File: src/rtl/operand_forward_stage.sv
// operand_forward_stage: ID/EX stage that resolves RAW hazards by forwarding
// from EX/MEM/WB, bubbles on load-use, and registers operands for EX.
// Optional statistics counters are enabled by defining OPERAND_FWD_STATS_EN.
module operand_forward_stage #(
   parameter int unsigned DATA_W = 16,
   parameter int unsigned REG_AW = 3
) (
   input  logic              clk,
   input  logic              reset_n,
   input  logic              id_valid,
   input  logic [REG_AW-1:0] id_ra,
   input  logic [REG_AW-1:0] id_rb,
   input  logic [REG_AW-1:0] id_rd,
   input  logic              id_uses_a,
   input  logic              id_uses_b,
   input  logic              id_writes,
   input  logic              id_is_load,
   input  logic [DATA_W-1:0] rf_bus_a,
   input  logic [DATA_W-1:0] rf_bus_b,
   input  logic [DATA_W-1:0] ex_alu_result,
   input  logic [REG_AW-1:0] mem_rd,
   input  logic              mem_writes,
   input  logic [DATA_W-1:0] mem_result,
   input  logic [REG_AW-1:0] wb_rd,
   input  logic              wb_enable,
   input  logic [DATA_W-1:0] wb_data,
   input  logic              hold_in,
   input  logic              flush,
   output logic              id_stall,
   output logic              ex_valid,
   output logic [DATA_W-1:0] ex_op_a,
   output logic [DATA_W-1:0] ex_op_b,
   output logic [REG_AW-1:0] ex_rd,
   output logic              ex_writes,
   output logic              ex_is_load
`ifdef OPERAND_FWD_STATS_EN
   ,
   output logic [15:0]       fwd_count,
   output logic [15:0]       stall_count
`endif
);

   localparam int unsigned CNT_W = 16;

   logic              ex_valid_q,   ex_valid_d;
   logic [DATA_W-1:0] ex_op_a_q,    ex_op_a_d;
   logic [DATA_W-1:0] ex_op_b_q,    ex_op_b_d;
   logic [REG_AW-1:0] ex_rd_q,      ex_rd_d;
   logic              ex_writes_q,  ex_writes_d;
   logic              ex_is_load_q, ex_is_load_d;

   logic              load_use_c;
   logic [DATA_W-1:0] sel_a_c;
   logic [DATA_W-1:0] sel_b_c;

   // Youngest-producer-first operand resolution; R0 always reads as zero.
   function automatic logic [DATA_W-1:0] pick_operand(
      input logic [REG_AW-1:0] src,
      input logic              used,
      input logic [DATA_W-1:0] rf_val
   );
      logic live;
      live = id_valid && used && (src != '0);
      if (src == '0)
         pick_operand = '0;
      else if (live && ex_valid_q && ex_writes_q && !ex_is_load_q && (ex_rd_q == src))
         pick_operand = ex_alu_result;
      else if (live && mem_writes && (mem_rd == src))
         pick_operand = mem_result;
      else if (live && wb_enable && (wb_rd == src))
         pick_operand = wb_data;
      else
         pick_operand = rf_val;
   endfunction

   // Operand selection and load-use hazard detection.
   always_comb begin
      sel_a_c    = pick_operand(id_ra, id_uses_a, rf_bus_a);
      sel_b_c    = pick_operand(id_rb, id_uses_b, rf_bus_b);
      load_use_c = ex_valid_q && ex_is_load_q && ex_writes_q && (ex_rd_q != '0) &&
                   id_valid && ((id_uses_a && (id_ra == ex_rd_q)) ||
                                (id_uses_b && (id_rb == ex_rd_q)));
      id_stall   = reset_n && (load_use_c || hold_in);
   end

   // Next-state for the EX slot: flush > hold > bubble > capture.
   always_comb begin
      ex_valid_d   = ex_valid_q;
      ex_op_a_d    = ex_op_a_q;
      ex_op_b_d    = ex_op_b_q;
      ex_rd_d      = ex_rd_q;
      ex_writes_d  = ex_writes_q;
      ex_is_load_d = ex_is_load_q;
      if (flush || (!hold_in && load_use_c)) begin
         ex_valid_d   = 1'b0;
         ex_writes_d  = 1'b0;
         ex_is_load_d = 1'b0;
      end else if (!hold_in) begin
         ex_valid_d   = id_valid;
         ex_op_a_d    = sel_a_c;
         ex_op_b_d    = sel_b_c;
         ex_rd_d      = id_valid ? id_rd : '0;
         ex_writes_d  = id_valid && id_writes;
         ex_is_load_d = id_valid && id_is_load;
      end
   end

   // EX slot registers with synchronous reset.
   always_ff @(posedge clk) begin
      if (!reset_n) begin
         ex_valid_q   <= 1'b0;
         ex_op_a_q    <= '0;
         ex_op_b_q    <= '0;
         ex_rd_q      <= '0;
         ex_writes_q  <= 1'b0;
         ex_is_load_q <= 1'b0;
      end else begin
         ex_valid_q   <= ex_valid_d;
         ex_op_a_q    <= ex_op_a_d;
         ex_op_b_q    <= ex_op_b_d;
         ex_rd_q      <= ex_rd_d;
         ex_writes_q  <= ex_writes_d;
         ex_is_load_q <= ex_is_load_d;
      end
   end

   assign ex_valid   = ex_valid_q;
   assign ex_op_a    = ex_op_a_q;
   assign ex_op_b    = ex_op_b_q;
   assign ex_rd      = ex_rd_q;
   assign ex_writes  = ex_writes_q;
   assign ex_is_load = ex_is_load_q;

`ifdef OPERAND_FWD_STATS_EN
   logic [CNT_W-1:0] fwd_count_q,   fwd_count_d;
   logic [CNT_W-1:0] stall_count_q, stall_count_d;
   logic             fwd_any_c;

   // True when a used, non-zero source is served by EX, MEM or WB.
   function automatic logic is_forwarded(
      input logic [REG_AW-1:0] src,
      input logic              used
   );
      logic live;
      live = id_valid && used && (src != '0);
      is_forwarded = live && ((ex_valid_q && ex_writes_q && !ex_is_load_q && (ex_rd_q == src)) ||
                              (mem_writes && (mem_rd == src)) ||
                              (wb_enable && (wb_rd == src)));
   endfunction

   // Saturating statistics, frozen during hold and flush.
   always_comb begin
      fwd_count_d   = fwd_count_q;
      stall_count_d = stall_count_q;
      fwd_any_c     = is_forwarded(id_ra, id_uses_a) || is_forwarded(id_rb, id_uses_b);
      if (!flush && !hold_in) begin
         if (load_use_c) begin
            if (stall_count_q != {CNT_W{1'b1}})
               stall_count_d = stall_count_q + CNT_W'(1);
         end else if (id_valid && fwd_any_c) begin
            if (fwd_count_q != {CNT_W{1'b1}})
               fwd_count_d = fwd_count_q + CNT_W'(1);
         end
      end
   end

   // Statistics registers with synchronous reset.
   always_ff @(posedge clk) begin
      if (!reset_n) begin
         fwd_count_q   <= '0;
         stall_count_q <= '0;
      end else begin
         fwd_count_q   <= fwd_count_d;
         stall_count_q <= stall_count_d;
      end
   end

   assign fwd_count   = fwd_count_q;
   assign stall_count = stall_count_q;
`else
   localparam int unsigned UNUSED_CNT_W = CNT_W;
`endif

endmodule

File: config.mk
export PLATFORM = sky130hd
export DESIGN_NAME = operand_forward_stage
export DESIGN_NICKNAME = d
export VERILOG_FILES = /design/src/rtl/operand_forward_stage.sv
export SDC_FILE = /design/constraint.sdc
export NUM_CORES = 1
export LEC_CHECK = 0
export ABC_AREA = 1
export BUFFER_PORTS_ARGS = -buffer_cell sky130_fd_sc_hd__clkbuf_2
export CAP_MARGIN = 5
export CORE_UTILIZATION = 30
export CTS_CLUSTER_SIZE = 25
export DETAILED_ROUTE_END_ITERATION = 10
export GPL_ROUTABILITY_DRIVEN = 0
export GPL_TIMING_DRIVEN = 1
export HOLD_SLACK_MARGIN = 0.12
export PLACE_DENSITY = 0.65
export SYNTH_ARGS = -nofsm -noshare
export SYNTH_HDL_FRONTEND = slang
export SYNTH_SLANG_ARGS = --single-unit
File: constraint.sdc
create_clock -name clk -period 2.25 [get_ports clk]
set_input_delay 0.1125 -clock clk [delete_from_list [all_inputs] [get_ports clk]]
set_output_delay 0.1125 -clock clk [all_outputs]
set_load 0.03 [all_outputs]
* Word level (Yosys, flattened, before mapping) *
Index checks and enable logic that the tools add are counted.
W data, S select, Z words.

operators by class
  equal/unequal tests = 8
  multiplexer cells = 9
  bitwise logic cells = 3
  reductions and logical operators = 43

operators by type and width
  kind                 number
  $mux W16             8
  $logic_and A1 B1 Y1  31
  $eq A3 B3 Y1         8
  $reduce_bool A3 Y1   3
  $logic_not A3 Y1     2
  $logic_or A1 B1 Y1   3
  $mux W3              1
  $not A1 Y1           3
  $logic_not A1 Y1     2
  $reduce_and A2 Y1    1
  $reduce_or A2 Y1     1

word-level totals
  flip-flop bits (word level) = 38
  input port bits = 106
  logic and storage cells = 69

* Longest topological paths before layout *
  word-level depth = 9
  depth in mapped cells = 14
  mapped depth without buffers = 13

* Least setup slack after synthesis *
No wires, ideal clock.

  kind = register to register
  from = register ex_rd_q[2] (netlist: ex_rd[2])
  to = register ex_op_a_q[0] (netlist: ex_op_a[0])
  setup time = 0.128 ns
  data arrival time = 1.618 ns
  required time = 2.122 ns
  path slack = 0.504 ns
  stages on the path, launching flop included = 14
  path buffers = 2
  clock period less this slack = 1.746 ns
  path through = dfxtp_1 -> inv_1 -> nand2_1 -> nand2_2 -> nand4_1 -> nand2_1 -> nand2_2 -> nand3_1 -> buf_4 -> buf_6 -> nand2_1 -> inv_2 -> nor2_1 -> nor2_1

on the way
  word-level cells in the longest chain between the ends = 8
  elaborated cells on any way between the ends = 17

RTL lines
  item                                                              RTL line    source
  start: declaration                                                48          logic [REG_AW-1:0] ex_rd_q, ex_rd_d;
  start signal: assignment                                          121         ex_rd_q <= ex_rd_d;
  $eq A3 B3 Y1 (tied with other cells)                              66, 81
  $logic_and A1 B1 Y1, on equally long branches                     81, 80, 82
  $logic_or A1 B1 Y1 / $logic_and A1 B1 Y1 (equally long branches)  81, 80
  $logic_and A1 B1 Y1                                               81          id_valid && ((id_uses_a && (id_ra == ex_rd_q)) ||
  $logic_and A1 B1 Y1                                               94          if (flush || (!hold_in && load_use_c)) begin
  $logic_or A1 B1 Y1                                                94
  $not A1 Y1 (no line)                                              --
  $reduce_and A2 Y1 (no line)                                       --
  end signal: assignment                                            119         ex_op_a_q <= ex_op_a_d;
  end: declaration                                                  46          logic [DATA_W-1:0] ex_op_a_q, ex_op_a_d;

Several ways; a longest one is shown, not always the timed one.
A chain may end at the register's enable or synchronous reset.

* Worst setup path after layout *
  from = register ex_rd_q[1] (netlist: ex_rd[1])
  to = register ex_op_b_q[13] (netlist: ex_op_b[13])

on the way
  word-level cells in the longest chain between the ends = 8
  elaborated cells on any way between the ends = 17

RTL lines
  item                                                              RTL line    source
  $eq A3 B3 Y1 (tied with other cells)                              81
  $logic_and A1 B1 Y1, on equally long branches                     81, 80, 82
  $logic_or A1 B1 Y1 / $logic_and A1 B1 Y1 (equally long branches)  81, 80
  $logic_and A1 B1 Y1                                               81
  $logic_and A1 B1 Y1                                               94
  $logic_or A1 B1 Y1                                                94
  $not A1 Y1 (no line)                                              --
  $reduce_and A2 Y1 (no line)                                       --
  end signal: assignment                                            120         ex_op_b_q <= ex_op_b_d;
  end: declaration                                                  47          logic [DATA_W-1:0] ex_op_b_q, ex_op_b_d;

Several ways; a longest one is shown, not always the timed one.

==> results.json <==
{
  "status": "completed",
  "yosysWarnings": 0,
  "drt_wl_total_um": 11900,
  "critPathMaxFanout": 17,
  "start_util_pct": 31.0,
  "slew_viol_final": 0,
  "antenna_found_initial": 0,
  "synth_edf_count": 0,
  "synth_seq_cells": 38,
  "ys_types": 29,
  "hold_path_class": "input port to flop",
  "worst_pin_slew_ns": 0.613,
  "finalSetupTns_ns": 0,
  "worstPathRequired_ns": 2.40,
  "nNetsFinal": 964,
  "die_w_um": 114,
  "reg2reg_to": "ex_op_b[13]$_SDFFE_PN0P_",
  "crit_start": "ex_rd[1]$_SDFFE_PN0P_",
  "grt_max_degree": 37,
  "syn_inst": 726,
  "crit_path_end": "ex_op_b[13]$_SDFFE_PN0P_",
  "synth_nets": 832,
  "holdBufCountCts": 2,
  "fmax_mhz": 535,
  "yosysTopAreaCell": "nand2_1",
  "leakage_nw": 3.07,
  "synthTopCellsByArea": "nand2_1 (25%), dfxtp_1 (20%), inv_1 (14%), nand3_1 (14%), nor2_1 (10%)",
  "fillers": 1441,
  "rsz0062_at_grt": "no",
  "core_um2": 12100,
  "clk_latency_ns": 0.28,
  "cts_root_buffer": "clkbuf_16",
  "multi_input_area_um2": 2220,
  "max-clock-path-buffers": 2,
  "fin_crit_sh_pct": 83.0,
  "critPathCaptureType": "flop",
  "r2r_slack_ns": 0.38,
  "power_density_nw_per_um2": 427,
  "finClkSkew_ns": 0.00519,
  "area_growth_pct": 26.4,
  "final_common_cell": "nand2_1",
  "drt_iter0_drc": 195,
  "post_cts_resized": 0,
  "critPathKind": "flop to flop",
  "drtPass1Iterations": 5,
  "detailed_place_hpwl_um": 9720,
  "startpoint_type": "flop",
  "vias": 4328,
  "fin_crit_ns": 1.87,
  "avgSynthCellArea_um2": 5.15,
  "worst_r2r_path_depth": 12,
  "io_pins": 145,
  "hold_violations": 0,
  "regArea_um2": 761,
  "grt_use_total_pct": 18.7,
  "finalSetupViolations": 0,
  "cts_tree": "built",
  "cts_htree_levels": 2,
  "async_flop_share_pct": 0,
  "synth_top_area_share_pct": 25.3,
  "cap_violations": 0,
  "ant_nets": 0,
  "ir_drop_mv": 0.240,
  "grt_overflow": 0,
  "remaining_drc_errors": 0,
  "synth_ff_type": "dfxtp_1",
  "grt_first_pass_wirelength_um": 19600,
  "postCtsSetupBuffers": 0,
  "num_rows": 40,
  "rr_startpoint": "ex_rd[1]$_SDFFE_PN0P_",
  "maxSlewHeadroom_pct": 59.0,
  "cts_sinks": 38,
  "synth-seq-area-share_pct": 20.4,
  "placement.io_buffers": 144,
  "post-route-util_pct": 39.2,
  "wl_per_cell_um": 11.6,
  "critPathArrivalTime_ns": 2.02,
  "design.die.area_um2": 12900,
  "drive_gt1_share_pct": 22.8,
  "antennaDiodeCount": 0,
  "most-common-layout-cells": "nand2_1 (252), clkbuf_2 (144), inv_1 (143), nor2_1 (104), nand3_1 (101)",
  "numCtsBuffers": 5,
  "path_clk_slew_ns": 0.06,
  "die_h_um": 114,
  "grt_pass1_vias": 4026,
  "synth_area_um2": 3740,
  "viasPerCell": 4.21
}
-- cells by family (layout without fill, tap and decap cells) --
| group | after synthesis | count (layout) | share of synthesized area [%] |
|---|---|---|---|
| simple gates | 488 | 488 | 56.1 |
| compound gates | 13 | 13 | 2.58 |
| flops | 38 | 38 | 20.4 |
| buf+inv | 184 | 317 | 20.3 |
| xor+xnor | 3 | 3 | 0.703 |
-- cells in the mapped netlist, types with 3 or more instances --
| library cell | n |
|---|---|
| buf_6 | 4 |
| nor3_1 | 3 |
| nor2_2 | 6 |
| nand3_1 | 101 |
| nand2_2 | 9 |
| buf_4 | 6 |
| a21oi_1 | 7 |
| nand2_1 | 252 |
| inv_2 | 14 |
| nor2_1 | 104 |
| inv_1 | 143 |
| nand3_4 | 3 |
| dfxtp_1 | 38 |
| buf_2 | 12 |
| clkbuf_1 | 4 |
-- per-layer routing --
metal	global-route usage, %	wire [um]
met1	26.9	5980
met2	29.1	5040
met3	2.39	676
met4	5.26	171
met5	0	0
-- state kept, by name (all words and copies together) (netlist names) --
signal / cells
ex_writes: 1
ex_op_b: 16
ex_rd: 3
ex_is_load: 1
ex_valid: 1
ex_op_a: 16
-- final cells by class --
cell class,instances,area share (%)
tap,168,4.45
clock buffer,6,2.94
timing repair buffer,151,16.7
clock inverter,2,0.265
inverter,158,12.6
multi-input combinational,504,47.0
sequential,38,16.1
-- metrics by stage --
step           std cells  instance area (um^2)  setup WS [ns]  hold slack, ns  total power, W
2_1_floorplan        726                  3740          0.504           0.269         0.00110
3_3_place_gp        1017                  4550          0.391           0.374         0.00131
3_5_place_dp        1017                  4550          0.390           0.392         0.00132
4_1_cts             1027                  4720          0.388           0.123         0.00203
5_1_grt             1027                  4720          0.139           0.183         0.00214
6_report            1027                  4720          0.382           0.120         0.00202
-- worst min-delay path by stage --
stage / from / end / slack (ns) / depth (start not counted)
5_1_grt: id_rd[0] / ex_rd[0]$_SDFFE_PN0P_ / 0.18 / 3
4_1_cts: id_rd[1] / ex_rd[1]$_SDFFE_PN0P_ / 0.12 / 3
3_5_place_dp: id_writes / ex_writes$_SDFFE_PP0N_ / 0.39 / 3
2_1_floorplan: hold_in / ex_valid$_SDFFE_PP0N_ / 0.27 / 2
3_3_place_gp: id_writes / ex_writes$_SDFFE_PP0N_ / 0.37 / 3
6_report: id_rd[1] / ex_rd[1]$_SDFFE_PN0P_ / 0.12 / 3
-- critical path, cell delays in order, from the launching register on --
cell     delay [ns]
dfxtp_1        0.34
inv_1          0.13
nand2_1        0.06
nand2_1        0.07
nand2_1        0.06
nor2b_1        0.14
nand2_2        0.24
inv_2          0.31
nand2_1        0.09
nand2_1        0.11
nor2_1         0.05
nor2_1         0.09
nor2_1         0.04
-- power by group --
part           switching, W  internal [W]  leakage [nW]  total, W
combinational      0.000377      0.000205          2.68  0.000582
sequential        0.0000206      0.000705         0.310  0.000726
clock              0.000271      0.000438        0.0729  0.000709
total              0.000668       0.00135          3.07   0.00202
No activity file was read; power rests on OpenSTA's default activity.
